`config.mk`:
```
export PLATFORM = sky130hd
export DESIGN_NAME = trap_controller_flat
export DESIGN_NICKNAME = d
export VERILOG_FILES = /design/src/rtl/trap_controller_pkg.sv /design/src/rtl/trap_controller_if.sv /design/src/rtl/trap_controller_irq_priority_encoder.sv /design/src/rtl/trap_controller.sv /design/src/flat_wrapper.sv
export SDC_FILE = /design/constraint.sdc
export NUM_CORES = 1
export LEC_CHECK = 0
export ABC_AREA = 1
export CAP_MARGIN = 40
export CORE_ASPECT_RATIO = 0.8
export CORE_MARGIN = 2
export CORE_UTILIZATION = 50
export CTS_CLUSTER_DIAMETER = 150
export DETAILED_ROUTE_END_ITERATION = 10
export GPL_TIMING_DRIVEN = 0
export PLACE_DENSITY = 0.75
export SLEW_MARGIN = 15
export SYNTH_ARGS = -nofsm -noshare
export SYNTH_HDL_FRONTEND = slang
export SYNTH_SLANG_ARGS = --single-unit
```
`constraint.sdc`:
```
create_clock -name clk_i -period 6.2 [get_ports clk_i]
set_input_delay 1.24 -clock clk_i [delete_from_list [all_inputs] [get_ports clk_i]]
set_output_delay 1.24 -clock clk_i [all_outputs]
set_load 0.01 [all_outputs]
```
`src/rtl/trap_controller_pkg.sv`:
```
// trap_controller_pkg
//   Shared constants for the machine-mode CSR / trap unit: CSR addresses,
//   CSR operation encodings, interrupt cause codes, synchronous exception
//   codes, and a helper that builds the set of implemented interrupt bits.
package trap_controller_pkg;

  localparam logic [11:0] CSR_MSTATUS  = 12'h300;
  localparam logic [11:0] CSR_MIE      = 12'h304;
  localparam logic [11:0] CSR_MTVEC    = 12'h305;
  localparam logic [11:0] CSR_MSCRATCH = 12'h340;
  localparam logic [11:0] CSR_MEPC     = 12'h341;
  localparam logic [11:0] CSR_MCAUSE   = 12'h342;
  localparam logic [11:0] CSR_MTVAL    = 12'h343;
  localparam logic [11:0] CSR_MIP      = 12'h344;

  localparam logic [1:0] CSR_OP_RSV = 2'b00;
  localparam logic [1:0] CSR_OP_RW  = 2'b01;
  localparam logic [1:0] CSR_OP_RS  = 2'b10;
  localparam logic [1:0] CSR_OP_RC  = 2'b11;

  localparam int CAUSE_MTI        = 7;
  localparam int CAUSE_MEI        = 11;
  localparam int CAUSE_LOCAL_BASE = 16;

  typedef enum logic [3:0] {
    EXC_INSN_MISALIGNED  = 4'd0,
    EXC_INSN_ACCESS      = 4'd1,
    EXC_ILLEGAL_INSN     = 4'd2,
    EXC_BREAKPOINT       = 4'd3,
    EXC_LOAD_MISALIGNED  = 4'd4,
    EXC_LOAD_ACCESS      = 4'd5,
    EXC_STORE_MISALIGNED = 4'd6,
    EXC_STORE_ACCESS     = 4'd7,
    EXC_ECALL_U          = 4'd8,
    EXC_ECALL_S          = 4'd9,
    EXC_RESERVED_10      = 4'd10,
    EXC_ECALL_M          = 4'd11
  } exc_code_e;

  // Interrupt bits that exist in mip/mie: MTI, MEI and the local lines.
  function automatic logic [31:0] irq_bit_mask(input int unsigned num_local);
    logic [31:0] m;
    m = 32'h0000_0880;
    for (int k = 0; k < 16; k++) begin
      if (k < int'(num_local)) m[CAUSE_LOCAL_BASE + k] = 1'b1;
    end
    return m;
  endfunction

endpackage

```
`src/rtl/trap_controller_if.sv`:
```
// trap_controller_if
//   Commit-stage connection between the core (master) and the trap unit
//   (slave): CSR access, interrupt levels, trap/mret requests and the
//   returned PC redirect.
interface trap_controller_if #(
  parameter int unsigned NUM_LOCAL_IRQ = 4
);
  logic                     csr_valid_i;
  logic [11:0]              csr_addr_i;
  logic [1:0]               csr_op_i;
  logic [31:0]              csr_wdata_i;
  logic [31:0]              csr_rdata_o;
  logic                     csr_illegal_o;
  logic                     timer_irq_i;
  logic                     external_irq_i;
  logic [NUM_LOCAL_IRQ-1:0] local_irq_i;
  logic                     boundary_i;
  logic [31:0]              pc_i;
  logic                     exc_valid_i;
  logic [3:0]               exc_cause_i;
  logic [31:0]              exc_tval_i;
  logic                     mret_i;
  logic                     redirect_o;
  logic [31:0]              redirect_pc_o;
  logic                     irq_pending_o;

  modport master (
    output csr_valid_i, csr_addr_i, csr_op_i, csr_wdata_i,
    output timer_irq_i, external_irq_i, local_irq_i,
    output boundary_i, pc_i, exc_valid_i, exc_cause_i, exc_tval_i, mret_i,
    input  csr_rdata_o, csr_illegal_o, redirect_o, redirect_pc_o, irq_pending_o
  );

  modport slave (
    input  csr_valid_i, csr_addr_i, csr_op_i, csr_wdata_i,
    input  timer_irq_i, external_irq_i, local_irq_i,
    input  boundary_i, pc_i, exc_valid_i, exc_cause_i, exc_tval_i, mret_i,
    output csr_rdata_o, csr_illegal_o, redirect_o, redirect_pc_o, irq_pending_o
  );
endinterface

```
`src/rtl/trap_controller_irq_priority_encoder.sv`:
```
// trap_controller_irq_priority_encoder
//   Fixed-priority selection over the masked pending vector.
//   Order: MEI (11) > MTI (7) > local lines, lowest local index first.
//   Ports: pend (masked pending vector), valid (any source set),
//          code (cause code of the winner).
module trap_controller_irq_priority_encoder
  import trap_controller_pkg::*;
#(
  parameter int unsigned NUM_LOCAL_IRQ = 4
) (
  input  logic [31:0] pend,
  output logic        valid,
  output logic [4:0]  code
);

  localparam logic [31:0] SRC_MASK = irq_bit_mask(NUM_LOCAL_IRQ);

  // Bits outside the implemented sources are always zero upstream.
  logic unused_pend;
  assign unused_pend = |(pend & ~SRC_MASK);

  // Later assignments win, so scan from lowest to highest priority.
  always_comb begin
    valid = 1'b0;
    code  = '0;
    for (int k = int'(NUM_LOCAL_IRQ) - 1; k >= 0; k--) begin
      if (pend[CAUSE_LOCAL_BASE + k]) begin
        valid = 1'b1;
        code  = 5'(CAUSE_LOCAL_BASE + k);
      end
    end
    if (pend[CAUSE_MTI]) begin
      valid = 1'b1;
      code  = 5'(CAUSE_MTI);
    end
    if (pend[CAUSE_MEI]) begin
      valid = 1'b1;
      code  = 5'(CAUSE_MEI);
    end
  end

endmodule

```
`src/rtl/trap_controller.sv`:
```
// trap_controller
//   Machine-mode CSR file and trap unit for the multi-cycle RV32I core.
//   Handles CSR read/modify/write, synchronous exceptions, interrupts
//   (timer, external, NUM_LOCAL_IRQ local lines), mret, and direct or
//   vectored mtvec redirection.
//   Ports: clk_i, rst_i (synchronous, active high);
//          bus (trap_controller_if.slave): CSR access, interrupt levels,
//          commit-point trap/mret requests, redirect outputs.
module trap_controller
  import trap_controller_pkg::*;
#(
  parameter int unsigned NUM_LOCAL_IRQ = 4,
  parameter logic [31:0] TRAP_PC       = 32'h0000_0000,
  parameter bit          VECTORED      = 1'b1
) (
  input  logic             clk_i,
  input  logic             rst_i,
  trap_controller_if.slave bus
);

  localparam logic [31:0] MIE_MASK   = irq_bit_mask(NUM_LOCAL_IRQ);
  localparam logic [31:0] MTVEC_MASK = VECTORED ? 32'hFFFF_FFFD : 32'hFFFF_FFFC;
  localparam logic [31:0] MEPC_MASK  = 32'hFFFF_FFFC;

  logic        mstatus_mie_q;
  logic        mstatus_mpie_q;
  logic [31:0] mie_q;
  logic [31:0] mtvec_q;
  logic [31:0] mscratch_q;
  logic [31:0] mepc_q;
  logic [31:0] mcause_q;
  logic [31:0] mtval_q;

  logic [31:0] mip_w;
  logic [31:0] pend;
  logic        irq_valid;
  logic [4:0]  irq_code;
  logic [31:0] old_val;
  logic [31:0] new_val;
  logic        addr_ok;
  logic        op_ok;
  logic        trap;
  logic        take_mret;
  logic        csr_we;
  logic        illegal;
  logic [31:0] trap_cause;
  logic [31:0] trap_target;

  always_comb begin
    mip_w                               = '0;
    mip_w[CAUSE_MTI]                    = bus.timer_irq_i;
    mip_w[CAUSE_MEI]                    = bus.external_irq_i;
    mip_w[CAUSE_LOCAL_BASE +: NUM_LOCAL_IRQ] = bus.local_irq_i;
  end

  assign pend = mip_w & mie_q & {32{mstatus_mie_q}};

  trap_controller_irq_priority_encoder #(
    .NUM_LOCAL_IRQ (NUM_LOCAL_IRQ)
  ) u_prio (
    .pend  (pend),
    .valid (irq_valid),
    .code  (irq_code)
  );

  always_comb begin
    old_val = '0;
    addr_ok = 1'b1;
    case (bus.csr_addr_i)
      CSR_MSTATUS:  old_val = {19'b0, 2'b11, 3'b0, mstatus_mpie_q, 3'b0, mstatus_mie_q, 3'b0};
      CSR_MIE:      old_val = mie_q;
      CSR_MTVEC:    old_val = mtvec_q;
      CSR_MSCRATCH: old_val = mscratch_q;
      CSR_MEPC:     old_val = mepc_q;
      CSR_MCAUSE:   old_val = mcause_q;
      CSR_MTVAL:    old_val = mtval_q;
      CSR_MIP:      old_val = mip_w;
      default:      addr_ok = 1'b0;
    endcase
  end

  always_comb begin
    case (bus.csr_op_i)
      CSR_OP_RW: new_val = bus.csr_wdata_i;
      CSR_OP_RS: new_val = old_val | bus.csr_wdata_i;
      CSR_OP_RC: new_val = old_val & ~bus.csr_wdata_i;
      default:   new_val = old_val;
    endcase
  end

  assign op_ok     = (bus.csr_op_i != CSR_OP_RSV);
  assign trap      = !rst_i && bus.boundary_i && (bus.exc_valid_i || irq_valid);
  assign take_mret = !rst_i && bus.boundary_i && bus.mret_i && !trap;
  assign illegal   = !rst_i && bus.csr_valid_i && !trap && !(addr_ok && op_ok);
  assign csr_we    = !rst_i && bus.csr_valid_i && !trap && addr_ok && op_ok;

  // Exceptions win over interrupts; only interrupts use the vector offset.
  always_comb begin
    if (bus.exc_valid_i) begin
      trap_cause  = {28'b0, bus.exc_cause_i};
      trap_target = {mtvec_q[31:2], 2'b00};
    end else begin
      trap_cause  = {1'b1, 26'b0, irq_code};
      trap_target = {mtvec_q[31:2], 2'b00};
      if (mtvec_q[0]) trap_target = trap_target + {25'b0, irq_code, 2'b00};
    end
  end

  assign bus.csr_rdata_o   = (rst_i || illegal) ? 32'h0 : old_val;
  assign bus.csr_illegal_o = illegal;
  assign bus.redirect_o    = trap || take_mret;
  assign bus.redirect_pc_o = trap ? trap_target : (take_mret ? mepc_q : 32'h0);
  assign bus.irq_pending_o = !rst_i && irq_valid;

  always_ff @(posedge clk_i) begin
    if (rst_i) begin
      mstatus_mie_q  <= 1'b0;
      mstatus_mpie_q <= 1'b0;
      mie_q          <= '0;
      mtvec_q        <= TRAP_PC & MTVEC_MASK;
      mscratch_q     <= '0;
      mepc_q         <= '0;
      mcause_q       <= '0;
      mtval_q        <= '0;
    end else begin
      if (csr_we) begin
        case (bus.csr_addr_i)
          CSR_MSTATUS: begin
            mstatus_mie_q  <= new_val[3];
            mstatus_mpie_q <= new_val[7];
          end
          CSR_MIE:      mie_q      <= new_val & MIE_MASK;
          CSR_MTVEC:    mtvec_q    <= new_val & MTVEC_MASK;
          CSR_MSCRATCH: mscratch_q <= new_val;
          CSR_MEPC:     mepc_q     <= new_val & MEPC_MASK;
          CSR_MCAUSE:   mcause_q   <= new_val;
          CSR_MTVAL:    mtval_q    <= new_val;
          default: ;
        endcase
      end
      if (trap) begin
        mepc_q         <= bus.pc_i & MEPC_MASK;
        mcause_q       <= trap_cause;
        mtval_q        <= bus.exc_valid_i ? bus.exc_tval_i : 32'h0;
        mstatus_mpie_q <= mstatus_mie_q;
        mstatus_mie_q  <= 1'b0;
      end else if (take_mret) begin
        mstatus_mie_q  <= mstatus_mpie_q;
        mstatus_mpie_q <= 1'b1;
      end
    end
  end

endmodule

```
`src/flat_wrapper.sv`:
```
// flat-port wrapper written by rule: the top's interface ports become plain ports
module trap_controller_flat import trap_controller_pkg::*;
#(
  parameter int unsigned NUM_LOCAL_IRQ = 4,
  parameter logic [31:0] TRAP_PC       = 32'h0000_0000,
  parameter bit          VECTORED      = 1'b1
)
  (clk_i, rst_i, bus_csr_valid_i, bus_csr_addr_i, bus_csr_op_i, bus_csr_wdata_i, bus_timer_irq_i, bus_external_irq_i, bus_local_irq_i, bus_boundary_i, bus_pc_i, bus_exc_valid_i, bus_exc_cause_i, bus_exc_tval_i, bus_mret_i, bus_csr_rdata_o, bus_csr_illegal_o, bus_redirect_o, bus_redirect_pc_o, bus_irq_pending_o);
  trap_controller_if #(.NUM_LOCAL_IRQ(NUM_LOCAL_IRQ)) bus_i ();
  input  logic clk_i;
  input  logic rst_i;
  input wire logic [$bits(bus_i.csr_valid_i)-1:0] bus_csr_valid_i;
  input wire logic [$bits(bus_i.csr_addr_i)-1:0] bus_csr_addr_i;
  input wire logic [$bits(bus_i.csr_op_i)-1:0] bus_csr_op_i;
  input wire logic [$bits(bus_i.csr_wdata_i)-1:0] bus_csr_wdata_i;
  input wire logic [$bits(bus_i.timer_irq_i)-1:0] bus_timer_irq_i;
  input wire logic [$bits(bus_i.external_irq_i)-1:0] bus_external_irq_i;
  input wire logic [$bits(bus_i.local_irq_i)-1:0] bus_local_irq_i;
  input wire logic [$bits(bus_i.boundary_i)-1:0] bus_boundary_i;
  input wire logic [$bits(bus_i.pc_i)-1:0] bus_pc_i;
  input wire logic [$bits(bus_i.exc_valid_i)-1:0] bus_exc_valid_i;
  input wire logic [$bits(bus_i.exc_cause_i)-1:0] bus_exc_cause_i;
  input wire logic [$bits(bus_i.exc_tval_i)-1:0] bus_exc_tval_i;
  input wire logic [$bits(bus_i.mret_i)-1:0] bus_mret_i;
  output wire logic [$bits(bus_i.csr_rdata_o)-1:0] bus_csr_rdata_o;
  output wire logic [$bits(bus_i.csr_illegal_o)-1:0] bus_csr_illegal_o;
  output wire logic [$bits(bus_i.redirect_o)-1:0] bus_redirect_o;
  output wire logic [$bits(bus_i.redirect_pc_o)-1:0] bus_redirect_pc_o;
  output wire logic [$bits(bus_i.irq_pending_o)-1:0] bus_irq_pending_o;
  assign bus_i.csr_valid_i = bus_csr_valid_i;
  assign bus_i.csr_addr_i = bus_csr_addr_i;
  assign bus_i.csr_op_i = bus_csr_op_i;
  assign bus_i.csr_wdata_i = bus_csr_wdata_i;
  assign bus_i.timer_irq_i = bus_timer_irq_i;
  assign bus_i.external_irq_i = bus_external_irq_i;
  assign bus_i.local_irq_i = bus_local_irq_i;
  assign bus_i.boundary_i = bus_boundary_i;
  assign bus_i.pc_i = bus_pc_i;
  assign bus_i.exc_valid_i = bus_exc_valid_i;
  assign bus_i.exc_cause_i = bus_exc_cause_i;
  assign bus_i.exc_tval_i = bus_exc_tval_i;
  assign bus_i.mret_i = bus_mret_i;
  assign bus_csr_rdata_o = bus_i.csr_rdata_o;
  assign bus_csr_illegal_o = bus_i.csr_illegal_o;
  assign bus_redirect_o = bus_i.redirect_o;
  assign bus_redirect_pc_o = bus_i.redirect_pc_o;
  assign bus_irq_pending_o = bus_i.irq_pending_o;
  trap_controller #(.NUM_LOCAL_IRQ(NUM_LOCAL_IRQ), .TRAP_PC(TRAP_PC), .VECTORED(VECTORED)) u_core (.clk_i(clk_i), .rst_i(rst_i), .bus(bus_i));
endmodule
```
# Yosys cells after proc, flatten, opt, wreduce, memory -nomap -nowiden
# Index checks and enable logic that the tools add are counted.
# op_classes
eq_ne	11
n_reduce_logical	36
muxes	38
n_bitwise	5
add_sub_neg	1
# ops
operator	n
$mux 32	16
$pmux 32 s8	1
$eq 12x10->1 const B	8
$pmux 32 s3	1
$and 20x20->20	2
$add 32x7->32	1
$and 32x32->32	1
$not 32->32	1
$or 32x32->32	1
$mux 5	6
$reduce_and 2->1	8
$mux 1	14
$reduce_bool 2->1	7
$logic_and 1x1->1	11
$reduce_or 8->1	1
$reduce_bool 3->1	2
$eq 2x2->1 const B	2
$logic_not 1->1	3
$logic_or 1x1->1	3
$eq 2x1->1 const B	1
$reduce_or 2->1	1
# totals
register_bits	165
output_inout_bits	67

# Logic depth before layout (Yosys ltp)
# Gate-level depths: netlist of run 1.
# depth
ltp_word	17
ltp_mapped	19

# By module
# Synthesis of run 1 repeated with hierarchy kept, for this count alone.
# hier_totals
hier_cells	1787
hier_area_um2	10562.6
# modules_own_cells
module	area_per_inst_um2	n_inst	cells_each
trap_controller	10486.3	1	1770
trap_controller_irq_priority_encoder	76.3	1	17

# Worst setup path before layout of run 1
# OpenSTA, ideal clock, no wires.
# synth_timing
kind	input to output
from	input bus_local_irq_i[2]
to	output bus_redirect_pc_o[20]
required_time_ns	4.960
path_buffers	0
t_arrival_ns	3.212
path_slack_ns	1.748
stages	16
path_cell_list	nand3_1 inv_1 o21ai_0 nand2_1 nand2_1 ha_1 fa_1 nand3_1 nand2_1 nand2_1 a21oi_1 nand3_1 nor2_1 or2_2 nand3_1 o21ai_0
# synth_between
elab_chain_len	13
word_cells_on_any_way	21
classes_between	add/sub: 1; mux: 14; bitwise: 2; reduce/logical: 4
# synth_rtl
item	line	source
start, declared	flat_wrapper.sv:18	input wire logic [$bits(bus_i.local_irq_i)-1:0] bus_local_irq_i;
$and 20x20->20 * (2 in series)	trap_controller.sv:56	assign pend = mip_w & mie_q & {32{mstatus_mie_q}};
parallel branches: the longest is 10 deep, another holds $add 32x7->32	-	
$mux 32 *	trap_controller.sv:112	assign bus.redirect_pc_o = trap ? trap_target : (take_mret ? mepc_q : 32'h0);
end, declared	flat_wrapper.sv:28	output wire logic [$bits(bus_i.redirect_pc_o)-1:0] bus_redirect_pc_o;
# Mark *: on every way between the ends.

# Worst setup path after layout of run 1
# layout_timing
from	input bus_external_irq_i
to	output bus_redirect_pc_o[24]
# layout_between
elab_chain_len	9
word_cells_on_any_way	13
classes_between	add/sub: 1; mux: 6; bitwise: 2; reduce/logical: 4
# layout_rtl
item	line	source
start, declared	flat_wrapper.sv:17	input wire logic [$bits(bus_i.external_irq_i)-1:0] bus_external_irq_i;
$and 20x20->20 * (2 in series)	trap_controller.sv:56	
parallel branches: the longest is 6 deep, another holds $add 32x7->32	-	
$mux 32 *	trap_controller.sv:112	
# Marked as above.

==> out/metrics.yaml, run 1 <==
sequentialPowerShare_pct: 42.8
vias: 14000
rsz0062_at_grt: "false"
hp-class: "reg2reg"
gp_congestion: 1.06
critPathTopFamily: "simple AND/OR/NAND/NOR gates"
die_h_um: 135
post_cts_buffers: 0
power_mw: 2.56
finalSetupViolCount: 0
routed_wl_mm: 51.9
ys_types: 37
cts_buffer_depth: 2
wl_per_cell_um: 21.5
holdCritStartpoint: "u_core.mcause_q[12]"
syn_avg_cell_area_sq_um: 5.61
hold-path-endpoint: "u_core.mcause_q[12]"
instances_no_fill: 2408
path_clk_slew_ps: 70
path_class: "in2out"
via_per_inst: 5.83
p_clk_share_pct: 42.6
clk_latency_ps: 440
cts.sinks: 165
r2r_start: "u_core.mie_q[11]"
cp.arrival_ps: 4760
cts_root_buf: "clkbuf_16"
r2r_end: "u_core.mepc_q[15]"
critPathLaunchType: "input pin"
htree_levels: 4
drc: 0
max_clock_freq_mhz: 167
crit_chain: "clkdlybuf4s50_1 > nand3_1 > nand2_1 > inv_2 > nand2_1 > ha_1 > fa_1 > nand3_1 > nand2_1 > nand2_1 > a21oi_4 > nand3_1 > nor2_1 > a21o_1 > nand3_1 > o21ai_0 > clkdlybuf4s50_1"
required_ps: 4960
syn_area_sq_um: 10800
switching_share_pct: 29.4
r2r_setup_slack_ps: 3430
slew_viol_final: 0
ys_warn_count: 0
drv_cap: 0
std_cell_rows: 47
grt_pass1_vias: 12400
layout_common_cells: "nand2_1, nor2_1, clkdlybuf4s50_1"
cp-end-kind: "output port"
path_buf_inv: 3
antenna_found_initial: 1
grt_max_degree: 17
status: "finished, final reports clean"
dp_hpwl_mm: 40.9
synth-seq-cells: 165
worstPathMaxFanout: 7
ant_nets: 0
syn_inst: 1917
drive_gt1_share_pct: 4.96
grt_pass1_wl_mm: 74.4
cp_slowest_stage_delay_ps: 570
fin_nets: 2258
dieArea_sq_um: 22700
drt_first_iter_violations: 2388
p_leak_nw: 6.31
skew_ps: 14.9
tightestPinTransition_ps: 962
ys_seq_area_share_pct: 30.7
peakVddDrop_mv: 0.179
layout_commonest_cell: "nand2_1"
cts_tree: "built"
dp.cells: 2375
power.share.combinational_pct: 14.6
grt-ovfl-total: 0
cpMaxStageDelayCell: "clkdlybuf4s50_1"
hold_buffers: 0
die_x_um: 168
r2r_cells: 11
first_pass_iters: 6
fp.coreArea_sq_um: 20900
area_delta_synth_final_pct: 26.3
maxSlewHeadroom_pct: 35.2
numCtsBuffers: 17
post-route-period-util_pct: 96.8
hold_depth: 2
period_needed_ps: 6000
p_per_area_nw_per_um2: 188
start_util_pct: 51.6
p_sw_mw: 0.754
io_pins: 193
internal_power_mw: 1.81
hold_viol: 0
grt_usage_pct: 44.7
io_buffers: 188
## through the flow
| stage | worst slack, ps | hold slack, ps | TNS (ps) | instance area [sq um] | utilization (%) |
|---|---|---|---|---|---|
| 2_1_floorplan | 1750 | 440 | 0 | 10800 | - |
| 3_3_place_gp | 29.4 | 463 | 0 | 13000 | 62.2 |
| 3_5_place_dp | -32.7 | 472 | -44.6 | 13000 | 62.2 |
| 4_1_cts | 182 | 481 | 0 | 13600 | 65.0 |
| 5_1_grt | 106 | 502 | 0 | 13600 | 65.1 |
| 6_report | 200 | 485 | 0 | 13600 | 65.1 |
## registers in the layout (all words and copies together), names as in the netlist
register and cells:
u_core.mtval_q 32, u_core.mcause_q 32, u_core.mstatus_mpie_q 1, u_core.mstatus_mie_q 1
u_core.mie_q 6, u_core.mepc_q 30, u_core.mscratch_q 32, u_core.mtvec_q 31
## power by group through the flow
stage,clock network [mW],registers (mW),logic (mW)
floorplan,0,1.11,0.172
global placement,0,1.12,0.349
detailed placement,0,1.12,0.355
CTS,1.08,1.09,0.356
global route,1.12,1.10,0.396
finish,1.09,1.10,0.375
## cell type report
| type | instances | area (sq um) |
|---|---|---|
| Fill cell | 2026 | 7290 |
| Multi-Input combinational cell | 1484 | 6360 |
| Sequential cell | 165 | 3300 |
| Timing Repair Buffer | 189 | 1890 |
| Inverter | 166 | 623 |
| Buffer | 103 | 492 |
| Clock buffer | 19 | 453 |
| Tap cell | 269 | 337 |
| Clock inverter | 12 | 133 |
| Antenna cell | 1 | 2.50 |
## cell families after synthesis
family,count (synthesis),synth area share (%)
multiplexers,1,0.0930
AND/OR/NAND/NOR,1207,45.1
adder cells (fa/ha/maj),6,0.767
AO/OA/AOI/OAI,265,12.7
XOR/XNOR,3,0.244
buffers and inverters,269,10.4
flip-flops,165,30.7
other,1,0.0348
## worst register-to-register path, stage by stage (launching register included)
cell      delay [ps]
dfxtp_1          430
nand3_1          240
nand2_1          160
inv_2             80
nand3_2          110
nand2_1          270
inv_2            310
clkbuf_1         570
nand2_1          260
nand2_1          130
nor2_1            40
nor2_1           100
## routing by layer
metal  GRT usage [%]  part of all wire [%]  vias to the layer above
li1                -                     -                     6431
met1            61.5                    40                     6308
met2            59.9                    37                     1143
met3            20.6                    19                      153
met4            17.7                   4.4                        0
met5               0                     0                        -
## cells in the mapped netlist
cell type	n	area [sq um]
dfxtp_1	165	3300
nand3_4	1	17.5
ha_1	5	62.6
buf_1	1	3.75
buf_4	11	82.6
nand3_2	1	10.0
o211ai_1	1	7.51
buf_6	4	45.0
conb_1	1	3.75
a31oi_1	2	12.5
nand3_1	147	736
inv_2	9	33.8
nor2_1	386	1450
a21oi_1	77	385
nor4_1	5	31.3
clkbuf_1	60	225
or2_2	1	6.26
nor2_4	6	67.6
o32ai_1	2	17.5
nor2_2	9	56.3
o22ai_1	11	68.8
nand2_1	635	2380
or2_1	1	6.26
clkinv_1	1	3.75
o31ai_1	1	7.51
nor3_1	3	15.0
o21ai_1	5	25.0
nand4_1	9	56.3
fa_1	1	20.0
xnor2_1	3	26.3
buf_2	27	135
mux2i_1	1	10.0
inv_1	156	586
a21oi_4	1	16.3
a21o_1	1	7.51
o21ai_0	164	821
nand2_2	3	18.8
## how the worst max path moves through the flow
stage,slack (ps),cells past startpoint,endpoint,from
2_1_floorplan,1750,16,bus_redirect_pc_o[20],bus_local_irq_i[2]
3_3_place_gp,30,17,bus_redirect_pc_o[24],bus_local_irq_i[3]
3_5_place_dp,-30,17,bus_redirect_pc_o[24],bus_external_irq_i
4_1_cts,180,17,bus_redirect_pc_o[24],bus_local_irq_i[3]
5_1_grt,110,17,bus_redirect_pc_o[24],bus_local_irq_i[3]
6_report,200,17,bus_redirect_pc_o[24],bus_external_irq_i
## repair_timing
| item | CTS | global route |
|---|---|---|
| endpoints found under the setup margin | 2 | 2 |
| hold endpoints to repair | 0 | 0 |
| gates resized for setup | 1 | 1 |
Power figures use the tool's default switching activity.
==> inputs of run 2 (changes only) <==
--- a/config.mk
+++ b/config.mk
@@ -13,8 +13,9 @@
 export CTS_CLUSTER_DIAMETER = 150
 export DETAILED_ROUTE_END_ITERATION = 10
 export GPL_TIMING_DRIVEN = 0
+export HOLD_SLACK_MARGIN = 0.05
 export PLACE_DENSITY = 0.75
-export SLEW_MARGIN = 15
+export SLEW_MARGIN = 20
 export SYNTH_ARGS = -nofsm -noshare
 export SYNTH_HDL_FRONTEND = slang
 export SYNTH_SLANG_ARGS = --single-unit
==> results of run 2 <==
The final DEF is identical to that of run 1; final timing and power are the same.
